**src/rtl/alu_exec_unit.sv**
```systemverilog
// Execute-stage ALU: single-cycle add/sub/and/xor/lui, iterative one-bit-per-cycle shifter,
// registered result with valid/ready handshakes on both sides.
module alu_exec_unit #(
   parameter int unsigned XLEN = 32,
   parameter int unsigned SHW  = 5
) (
   input  logic            clk,
   input  logic            rst_n,
   input  logic            in_valid,
   output logic            in_ready,
   input  logic [4:0]      alu_control,
   input  logic [XLEN-1:0] op_a,
   input  logic [XLEN-1:0] op_b,
   output logic            out_valid,
   input  logic            out_ready,
   output logic [XLEN-1:0] result,
   output logic            zero,
   output logic            illegal
);

   localparam logic [4:0] OpAdd = 5'b00000;
   localparam logic [4:0] OpSub = 5'b00010;
   localparam logic [4:0] OpAnd = 5'b11100;
   localparam logic [4:0] OpXor = 5'b10000;
   localparam logic [4:0] OpSll = 5'b00100;
   localparam logic [4:0] OpSrl = 5'b10100;
   localparam logic [4:0] OpSra = 5'b10110;
   localparam logic [4:0] OpLui = 5'b11111;

   localparam logic [SHW-1:0] CntOne = SHW'(1);

   typedef enum logic [1:0] {StIdle, StShift, StDone} state_e;
   typedef enum logic [1:0] {ShSll, ShSrl, ShSra} shift_e;

   state_e          r_state;
   state_e          w_state_nxt;
   shift_e          r_kind;
   shift_e          w_kind_nxt;
   logic [XLEN-1:0] r_work;
   logic [XLEN-1:0] w_work_nxt;
   logic [SHW-1:0]  r_cnt;
   logic [SHW-1:0]  w_cnt_nxt;
   logic [XLEN-1:0] r_result;
   logic [XLEN-1:0] w_result_nxt;
   logic            r_zero;
   logic            w_zero_nxt;
   logic            r_illegal;
   logic            w_illegal_nxt;

   logic [XLEN-1:0] w_op_res;
   logic            w_op_ill;
   logic            w_is_shift;
   shift_e          w_op_kind;
   logic [SHW-1:0]  w_shamt;
   logic [XLEN-1:0] w_work_step;
   logic            w_accept;

   assign w_shamt   = op_b[SHW-1:0];
   assign in_ready  = (r_state == StIdle) | ((r_state == StDone) & out_ready);
   assign w_accept  = in_valid & in_ready;
   assign out_valid = (r_state == StDone);
   assign result    = r_result;
   assign zero      = r_zero;
   assign illegal   = r_illegal;

   // Operation decode; for shifts the single-cycle result is op_a, which is what a
   // zero shift amount produces.
   always_comb begin
      w_op_res   = op_a + op_b;
      w_op_ill   = 1'b0;
      w_is_shift = 1'b0;
      w_op_kind  = ShSll;
      case (alu_control)
         OpAdd: w_op_res = op_a + op_b;
         OpSub: w_op_res = op_a - op_b;
         OpAnd: w_op_res = op_a & op_b;
         OpXor: w_op_res = op_a ^ op_b;
         OpLui: w_op_res = op_b;
         OpSll: begin
            w_is_shift = 1'b1;
            w_op_kind  = ShSll;
            w_op_res   = op_a;
         end
         OpSrl: begin
            w_is_shift = 1'b1;
            w_op_kind  = ShSrl;
            w_op_res   = op_a;
         end
         OpSra: begin
            w_is_shift = 1'b1;
            w_op_kind  = ShSra;
            w_op_res   = op_a;
         end
         default: w_op_ill = 1'b1;
      endcase
   end

   always_comb begin
      case (r_kind)
         ShSll:   w_work_step = {r_work[XLEN-2:0], 1'b0};
         ShSrl:   w_work_step = {1'b0, r_work[XLEN-1:1]};
         ShSra:   w_work_step = {r_work[XLEN-1], r_work[XLEN-1:1]};
         default: w_work_step = r_work;
      endcase
   end

   always_comb begin
      w_state_nxt   = r_state;
      w_kind_nxt    = r_kind;
      w_work_nxt    = r_work;
      w_cnt_nxt     = r_cnt;
      w_result_nxt  = r_result;
      w_zero_nxt    = r_zero;
      w_illegal_nxt = r_illegal;
      case (r_state)
         StIdle, StDone: begin
            if (w_accept) begin
               if (w_is_shift && (w_shamt != '0)) begin
                  w_state_nxt = StShift;
                  w_kind_nxt  = w_op_kind;
                  w_work_nxt  = op_a;
                  w_cnt_nxt   = w_shamt;
               end else begin
                  w_state_nxt   = StDone;
                  w_result_nxt  = w_op_res;
                  w_zero_nxt    = (w_op_res == '0);
                  w_illegal_nxt = w_op_ill;
               end
            end else if ((r_state == StDone) && out_ready) begin
               w_state_nxt = StIdle;
            end
         end
         StShift: begin
            w_work_nxt = w_work_step;
            w_cnt_nxt  = r_cnt - CntOne;
            if (r_cnt == CntOne) begin
               w_state_nxt   = StDone;
               w_result_nxt  = w_work_step;
               w_zero_nxt    = (w_work_step == '0);
               w_illegal_nxt = 1'b0;
            end
         end
         default: w_state_nxt = StIdle;
      endcase
   end

   always_ff @(posedge clk or negedge rst_n) begin
      if (!rst_n) begin
         r_state   <= StIdle;
         r_kind    <= ShSll;
         r_work    <= '0;
         r_cnt     <= '0;
         r_result  <= '0;
         r_zero    <= 1'b0;
         r_illegal <= 1'b0;
      end else begin
         r_state   <= w_state_nxt;
         r_kind    <= w_kind_nxt;
         r_work    <= w_work_nxt;
         r_cnt     <= w_cnt_nxt;
         r_result  <= w_result_nxt;
         r_zero    <= w_zero_nxt;
         r_illegal <= w_illegal_nxt;
      end
   end

endmodule

```
**config.mk**
```make
export PLATFORM = sky130hd
export DESIGN_NAME = alu_exec_unit
export DESIGN_NICKNAME = d
export VERILOG_FILES = /design/src/rtl/alu_exec_unit.sv
export SDC_FILE = /design/constraint.sdc
export NUM_CORES = 1
export LEC_CHECK = 0
export ABC_AREA = 0
export BUFFER_PORTS_ARGS = -buffer_cell sky130_fd_sc_hd__buf_4
export CORE_UTILIZATION = 45
export DETAILED_ROUTE_END_ITERATION = 10
export PLACE_DENSITY_LB_ADDON = 0.25
export SLEW_MARGIN = 30
export SYNTH_ARGS = -nofsm -noshare
export SYNTH_HDL_FRONTEND = slang
export SYNTH_SLANG_ARGS = --single-unit
```
**constraint.sdc**
```tcl
create_clock -name clk -period 2.4 [get_ports clk]
set_clock_uncertainty 0.05 [all_clocks]
set_input_delay 0.12 -clock clk [delete_from_list [all_inputs] [get_ports clk]]
set_output_delay 0.12 -clock clk [all_outputs]
set_load 0.05 [all_outputs]
```
# [After elaboration in Yosys (flattened, before gate mapping)]
# Cells that the tools add are included.
[word_totals] reg_bits=75 latch_bits=0 mem_bits_rw=0 romBits=0 inputBits=73 output_inout_bits=36 wordCells=76 n_memories=0
[classes] n_addsub=3 mul=0 div_mod_pow=0 n_lt_le_gt_ge=0 n_eq_ne=17 shift=0 n_mux=28 bitwise=5 reduce_logical=16
[op_table] op="$mux 32" count=5
[op_table] op="$pmux 32 s5" count=1
[op_table] op="$pmux 32 s2" count=2
[op_table] op="$pmux 32 s3" count=1
[op_table] op="$logic_not 32->1" count=2
[op_table] op="$add 32x32->32" count=1
[op_table] op="$and 32x32->32" count=1
[op_table] op="$sub 32x32->32" count=1
[op_table] op="$xor 32x32->32" count=1
[op_table] op="$eq 5x5->1 const B" count=5
[op_table] op="$mux 5" count=2
[op_table] op="$pmux 5 s2" count=1
[op_table] op="$mux 1" count=8
[op_table] op="$mux 2" count=4
[op_table] op="$ne 2x2->1 const B" count=4
[op_table] op="$pmux 2 s2" count=2
[op_table] op="$reduce_or 8->1" count=1
[op_table] op="$reduce_and 3->1" count=2
[op_table] op="$eq 5x1->1 const B" count=1
[op_table] op="$eq 5x2->1 const B" count=1
[op_table] op="$eq 5x3->1 const B" count=1
[op_table] op="$logic_not 5->1" count=1
[op_table] op="$reduce_bool 5->1" count=1
[op_table] op="$sub 5x1->5 const B" count=1
[op_table] op="other kinds (13)" count=19

# [Logic depth before layout (Yosys ltp)]
# Gate-level depths: netlist of run 1.
[depth] depth_word=7 mapped_depth=22 mapped_depth_nobuf=21

# [Worst setup path before layout of run 1]
# Ideal clock, no wire load.
[synth_path] path_type="input to register" startpoint="in op_b[14]" endpoint="reg r_zero, in the netlist zero" setup_time_ns=0.095 arrival_time_ns=4.367 t_required_ns=2.255 setup_slack_ns=-2.112 stages=16 path_buffers=0 cell_sequence="or4_4 or4_4 or3_4 o41ai_1 xor2_1 ha_1 a211oi_1 nor2_1 o41ai_1 o21ai_0 mux2_2 nand2_1 o311ai_1 a211o_1 or4_1 o31ai_1"
[synth_via] elab_chain_cells=6 word_cells_on_any_way=9 cone_classes="add/sub (2); mux (4); bitwise (2); reduce/logical (1)"
[synth_lines] element="start: declaration" line="13" source="input logic [XLEN-1:0] op_b,"
[synth_lines] element="$add 32x32->32 (tied with other cells)" line="69, 74"
[synth_lines] element="$pmux 32 s5 (*)" line="73" source="case (alu_control)"
[synth_lines] element="$logic_not 32->1 (*)" line="126" source="w_zero_nxt = (w_op_res == '0);"
[synth_lines] element="$mux 1 (*)" line="118" source="if (w_is_shift && (w_shamt != '0)) begin"
[synth_lines] element="$mux 1 (*)" line="117" source="if (w_accept) begin"
[synth_lines] element="$pmux 1 s2 (*)" line="115" source="case (r_state)"
[synth_lines] element="end signal: assignment" line="162" source="r_zero <= w_zero_nxt;"
[synth_lines] element="end: declaration" line="45" source="logic r_zero;"
# Every way passes the cells marked *; elsewhere a longest branch is shown, timed or not. The select of a mux whose other input is x is not followed.
# A chain may end at the register's enable or synchronous reset.

# [Worst setup path in the final report of run 1]
# Ends and elaborated chain as after synthesis.

==> flow_metrics.tcl, run 1 <==
set metrics [dict create \
    place_ws_ps -2424 \
    yosysWarnings 0 \
    nNetsFinal 1592 \
    synth_fp_nets 1225 \
    io_buffers 108 \
    finalSetupViolations 28 \
    synth-edff-count 0 \
    ys_ff_latch 75 \
    async_flop_share_pct 100.0 \
    p_comb_share_pct 57.9 \
    path_max_fanout 4 \
    fp.dieW_um 137.3 \
    final_cells 1685 \
    hp-class "input port to register" \
    ios 109 \
    synth.distinct_cells 74 \
    irDropWorstVdd_uv 628.3 \
    clockPowerShare_pct 16.2 \
    core.rowCount 49 \
    synth_mux_area_share_pct 1.291 \
    synthAdderAreaFrac_pct 10.54 \
    root_buffer "clkbuf_16" \
    die_h_um 137.3 \
    violations "DRC, setup timing" \
    cts_max_level 3 \
    fin_tns_setup_ps -29860 \
    synth_compound_area_share_pct 33.56 \
    insertion_delay_ps 350 \
    cts_tree "done" \
    cts_sinks 75 \
    hpwlAfterDp_um 25220 \
    grt_antenna_before_repair 0 \
    p_sw_share_pct 44.64 \
    tightestPinTransition_ps 625.7 \
    max_cap_viol_count 0 \
    leakage_nw 5.997 \
    fin_util_pct 74.03 \
    start_util_pct 45.87 \
    cts_inserted_buffers 9 \
    end_kind "register" \
    wirelength_um 34120 \
    clkTransAtPathRegs_ps 60 \
    vias 10530 \
    grt.total_usage_pct 35.68 \
    place_inst 1637 \
    cts.path.max_buffers 2 \
    synth_ff_type "dfrtp_1" \
    synth_cells 1084 \
    grt_max_degree 68 \
    hold_viol 0 \
    crit_type "input port to register" \
    grt.overflow.total 0 \
    dieArea_sq_um 18850 \
    synthXorXnorAreaFrac_pct 5.619 \
    status "complete, but fails checks" \
    grt_first_pass_wirelength_um 51710 \
    worstSetupStartpointType "input port" \
    postSynthAreaPerCell_sq_um 7.601 \
    synth_seq_area_share_pct 22.78 \
    crit_required_ps 2610 \
    first_iter_violations 1057 \
    rsz0062_at_grt "yes" \
    place.gp.congestion 0.9683 \
    drv_slew 0 \
    max_freq_mhz 229.6 \
    area_growth_pct 61.40 \
    grt_pass1_vias 9633 \
    drt_pass1_iterations 8 \
    drive_above_1_share_pct 43.41 \
    netlist_area_sq_um 8239 \
    timing.final.crit_share_pct 181.5 \
    powerDensity_nw_per_um2 663.0 \
    relSlewSlack_pct 57.85 \
    coreArea_sq_um 17960 \
    period_minus_slack_ps 4355 \
    p_switching_w 0.003936 \
    post_drt_wl_per_cell_um 20.25 \
    synth_top_family_by_area "compound AO/OA/AOI/OAI gates" \
    yosys.area_share.simple_pct 21.82 \
    postLayoutSetupSlackWorst_ps -1955 \
    postRouteAntennaNets 0 \
    avgViaCountPerCell 6.246 \
    diodes 0 \
    drc 2 \
    arrival_ps 4560 \
    seq_power_share_pct 25.9 \
    internal-power_w 0.004881 \
]
## state kept, by name, indices dropped and copies added, names as in the netlist
register and flops:
r_kind 2, zero 1, r_state 2, result 32, r_work 32, r_cnt 5, illegal 1
## timing repair
action | CTS | global route
hold buffers | 1 | 0
setup buffers | 28 | 23
resized for setup | 152 | 83
pin swaps | 61 | 68
setup endpoints to repair | 29 | 33
cloned | 1 | 0
hold endpoints to repair | 30 | 0
## per-layer routing
metal | share of wire (%) | track usage (%) | wire length (um) | vias up
li1 | - | - | - | 4822
met1 | 44 | 52.12 | 15060 | 5061
met2 | 45 | 53.79 | 15210 | 549
met3 | 8.0 | 3.974 | 2742 | 93
met4 | 3.2 | 12.76 | 1103 | 0
met5 | 0 | 0 | 0 | -
## power by group through the flow
stage	registers (W)	logic [W]	clock network [W]
after floorplan	0.00290	0.00189	0
after global placement	0.00226	0.00434	0
after detailed placement	0.00227	0.00442	0
after CTS	0.00226	0.00481	0.00143
after global routing	0.00235	0.00544	0.00147
final	0.00228	0.00511	0.00143
## layout make-up
| cell class | instances | area, sq um |
|---|---|---|
| Tap cell | 229 | 286.5 |
| Inverter | 21 | 86.33 |
| Clock inverter | 4 | 47.55 |
| Clock buffer | 12 | 266.5 |
| Timing Repair Buffer | 430 | 3563 |
| Fill cell | 1307 | 4666 |
| Multi-Input combinational cell | 914 | 7169 |
| Sequential cell | 75 | 1878 |
## cells in the final DEF (no fill, tap or decap), types with 10 or more instances in the layout
cell type	n
nor4_1	11
a31oi_1	33
dfrtp_1	74
xor2_1	23
a211oi_2	14
inv_1	15
a21o_1	25
o211ai_1	33
buf_6	46
nand4_1	11
xnor2_1	15
nor2_1	63
xnor2_2	10
buf_12	10
ha_1	62
o31ai_1	16
a22oi_1	58
a21oi_1	24
a21oi_2	16
o21ai_0	83
nand2b_1	33
buf_4	370
nand2_1	134
nand3_1	20
## per-stage QoR
stage / hold WS, ps / area (sq um) / power (W)
floorplan: -225.6 / 8471 / 0.004785
detailed placement: 46.23 / 11570 / 0.006694
global placement: 41.85 / 11570 / 0.006601
finish: 7.291 / 13300 / 0.008817
CTS: 4.139 / 12820 / 0.008496
global route: 41.70 / 13300 / 0.009261
## critical path, cell delays in order
cell and delay, ps:
buf_6 90, or4_4 530, or4_4 430, or3_4 430, o41ai_4 240, xor2_1 170, ha_1 300, buf_4 160
buf_4 130, nand3_1 90, buf_4 130, nor2_2 40, and2_1 120, a21o_1 230, a21oi_2 210, o311ai_4 140
a211o_1 290, or4_1 500, o31ai_2 200
## synthesized netlist by cell type, drive strengths merged (10+ instances only)
master / number / area [sq um]
a21oi: 48 / 244.0
nor3: 12 / 60.06
o31ai: 29 / 231.5
xor2: 27 / 236.5
a31oi: 42 / 269.0
nand2: 144 / 540.5
xnor2: 25 / 226.5
a21o: 25 / 187.7
o21ai: 98 / 494.2
nor4: 16 / 115.1
nor2: 80 / 300.3
nand3: 24 / 120.1
dfrtp: 75 / 1877
a211oi: 27 / 212.7
nand4: 11 / 68.82
ha: 67 / 838.3
buf: 10 / 42.54
inv: 21 / 78.82
a22oi: 58 / 435.4
o211ai: 33 / 247.7
clkbuf: 64 / 240.2
nand2b: 35 / 219.0
## path summary, 6_finish.rpt
| path | cells past startpoint | start | to | slack, ps |
|---|---|---|---|---|
| min | 3 | op_a[30] | r_work[30] | 7 |
| min in group asynchronous | 2 | rst_n | result[2] | 200 |
| max in group asynchronous | 3 | rst_n | r_work[22] | 1490 |
| max reg2reg | 12 | r_cnt[1] | zero | -550 |
| max | 19 | op_b[14] | zero | -1960 |
| min reg2reg | 1 | result[10] | result[10] | 430 |
## logic make-up (layout without fill, tap and decap cells)
logic type      Yosys count  after routing
compound gates          411            411
xor+xnor                 52             52
fa+ha+maj                69             69
buf+inv                  95            467
flops                    75             75
mux                      10             10
simple gates            372            372
Power figures use the tool's default switching activity.
==> inputs of run 2 (changes only) <==
Settings changed: CORE_ASPECT_RATIO set to 1.4, PLACE_DENSITY set to 0.77, PLACE_DENSITY_LB_ADDON 0.25 to unset.
==> flow_metrics.tcl, run 2 (same netlist as run 1, synthesis figures left out) <==
set metrics [dict create \
    root_buffer "clkbuf_16" \
    irDropWorstVdd_uv 451.1 \
    fp.dieW_um 116.4 \
    hp-class "input port to register" \
    vias 11020 \
    min_path_cells 3 \
    drive_above_1_share_pct 44.66 \
    placed_area_sq_um 11610 \
    drv_slew 0 \
    period_minus_slack_ps 4566 \
    die_h_um 162.1 \
    crit_buf_inv 2 \
    hpwlAfterDp_um 25070 \
    cts.path.max_buffers 2 \
    coreArea_sq_um 17920 \
    layout_common_cells "buf_4, nand2_1, o21ai_0" \
    hold_start "op_a[30]" \
    drt_pass1_iterations 6 \
    clockPowerShare_pct 15.9 \
    clkTransAtPathRegs_ps 60 \
    leakage_nw 6.096 \
    end_kind "register" \
    post_drt_wl_per_cell_um 21.61 \
    area_growth_pct 63.55 \
    cts_max_level 3 \
    place_ws_ps -2439 \
    status "complete, but fails checks" \
    insertion_delay_ps 330 \
    io_buffers 108 \
    ios 109 \
    first_iter_violations 1083 \
    rsz0062_at_grt "yes" \
    arrival_ps 4760 \
    whs_ps 30.37 \
    path_max_fanout 4 \
    cp_common_cell "or4_4" \
    timing.final.crit_share_pct 190.3 \
    cp_slowest_stage_delay_ps 540 \
    critical_path.top_delay_family "simple AND/OR/NAND/NOR gates" \
    rrSetupSlack_ps -610 \
    layout_commonest_cell "buf_4" \
    wirelength_um 36930 \
    crit_type "input port to register" \
    avgViaCountPerCell 6.447 \
    holdPathEnd "r_work[30]" \
    worstReg2RegEnd "zero" \
    powerDensity_nw_per_um2 666.1 \
    power_w 0.008976 \
    diodes 0 \
    core.rowCount 58 \
    nNetsFinal 1605 \
    crit_required_ps 2590 \
    r2r-start "r_cnt[1]" \
    cts_sinks 75 \
    postLayoutCellArea_sq_um 13480 \
    grt_antenna_before_repair 0 \
    cts_inserted_buffers 9 \
    grt_max_degree 71 \
    tightestPinTransition_ps 626.5 \
    finalSetupViolations 28 \
    violations "setup timing" \
    cp_cell_sequence "buf_6, or4_4, or4_4, or3_4, o41ai_4, xor2_1, ha_1, nand4_1, buf_4, o2bb2ai_2, a311oi_2, a21boi_1, or3_4, a31oi_4, nand4_1, or4_4, o31ai_4" \
    r2r_cells 12 \
    grt_pass1_vias 10470 \
    p_sw_share_pct 44.87 \
    cts_tree "done" \
    grt.total_usage_pct 36.56 \
    seq_power_share_pct 25.7 \
    grt.overflow.total 0 \
    internal-power_w 0.004948 \
    drc 0 \
    place.gp.congestion 0.9661 \
    max_cap_viol_count 0 \
    p_switching_w 0.004027 \
    max_freq_mhz 219.0 \
    dieArea_sq_um 18860 \
    p_comb_share_pct 58.4 \
    worstSetupStartpointType "input port" \
    grt_first_pass_wirelength_um 53880 \
    start_util_pct 45.97 \
    postRouteAntennaNets 0 \
    cpMaxStageDelayCell "or4_4" \
    hold_viol 0 \
    postLayoutSetupSlackWorst_ps -2166 \
    relSlewSlack_pct 57.88 \
]
## run 2: final cells by class
type | count | area (sq um)
Clock buffer | 11 | 232.7
Clock inverter | 5 | 77.57
Fill cell | 1199 | 4449
Inverter | 21 | 88.84
Multi-Input combinational cell | 914 | 7273
Sequential cell | 75 | 1878
Tap cell | 240 | 300.3
Timing Repair Buffer | 443 | 3625
## run 2: worst register-to-register path, stage by stage, from the launching register on
cell     delay, ps
dfrtp_1        380
inv_1           70
ha_1           140
nor4b_1        240
buf_4          180
a22o_1         130
o41ai_2         80
nor3_1         350
and4_1         260
and4_1         200
nand4_1        140
or4_4          460
o31ai_4        230
## run 2: power by group through the flow
stage          Sequential (W)  Clock (W)  Combinational (W)
2_1_floorplan         0.00290          0            0.00189
3_3_place_gp          0.00226          0            0.00433
3_5_place_dp          0.00230          0            0.00441
4_1_cts               0.00228    0.00142            0.00479
5_1_grt               0.00236    0.00149            0.00556
6_report              0.00231    0.00143            0.00524
## run 2: stage by stage
| step | TNS [ps] | utilization [%] | instances |
|---|---|---|---|
| 3_5_place_dp | -41990 | 64.75 | 1654 |
| 2_1_floorplan | -23510 | - | 1084 |
| 3_3_place_gp | -40590 | 64.75 | 1654 |
| 6_report | -32790 | 75.18 | 1709 |
| 5_1_grt | -35870 | 75.18 | 1709 |
| 4_1_cts | -31020 | 71.82 | 1697 |
## run 2: worst max-delay path by stage
stage               slack (ps)  startpoint  cells past startpoint    to
global placement         -2260    op_b[14]                     17  zero
CTS                      -2010    op_b[14]                     17  zero
detailed placement       -2440    op_b[14]                     17  zero
finish                   -2170    op_b[14]                     17  zero
floorplan                -1940    op_b[14]                     16  zero
global route             -2330    op_b[14]                     17  zero
## run 2: repair_timing
item | in CTS | in global routing
endpoints found under the setup margin | 29 | 32
gates resized for setup | 155 | 103
buffers inserted | 35 | 20
pin swaps | 90 | 65
hold buffers | 1 | 0
gates cloned | 1 | 0
hold endpoints to repair | 30 | 0
## run 2: layer usage
layer | wire [um] | part of all wire [%] | vias to the layer above | track usage, %
li1 | - | - | 4823 | -
met1 | 13130 | 36 | 5202 | 44.48
met2 | 17810 | 48 | 745 | 61.94
met3 | 3088 | 8.4 | 248 | 4.328
met4 | 2907 | 7.9 | 0 | 19.87
met5 | 0 | 0 | - | 0
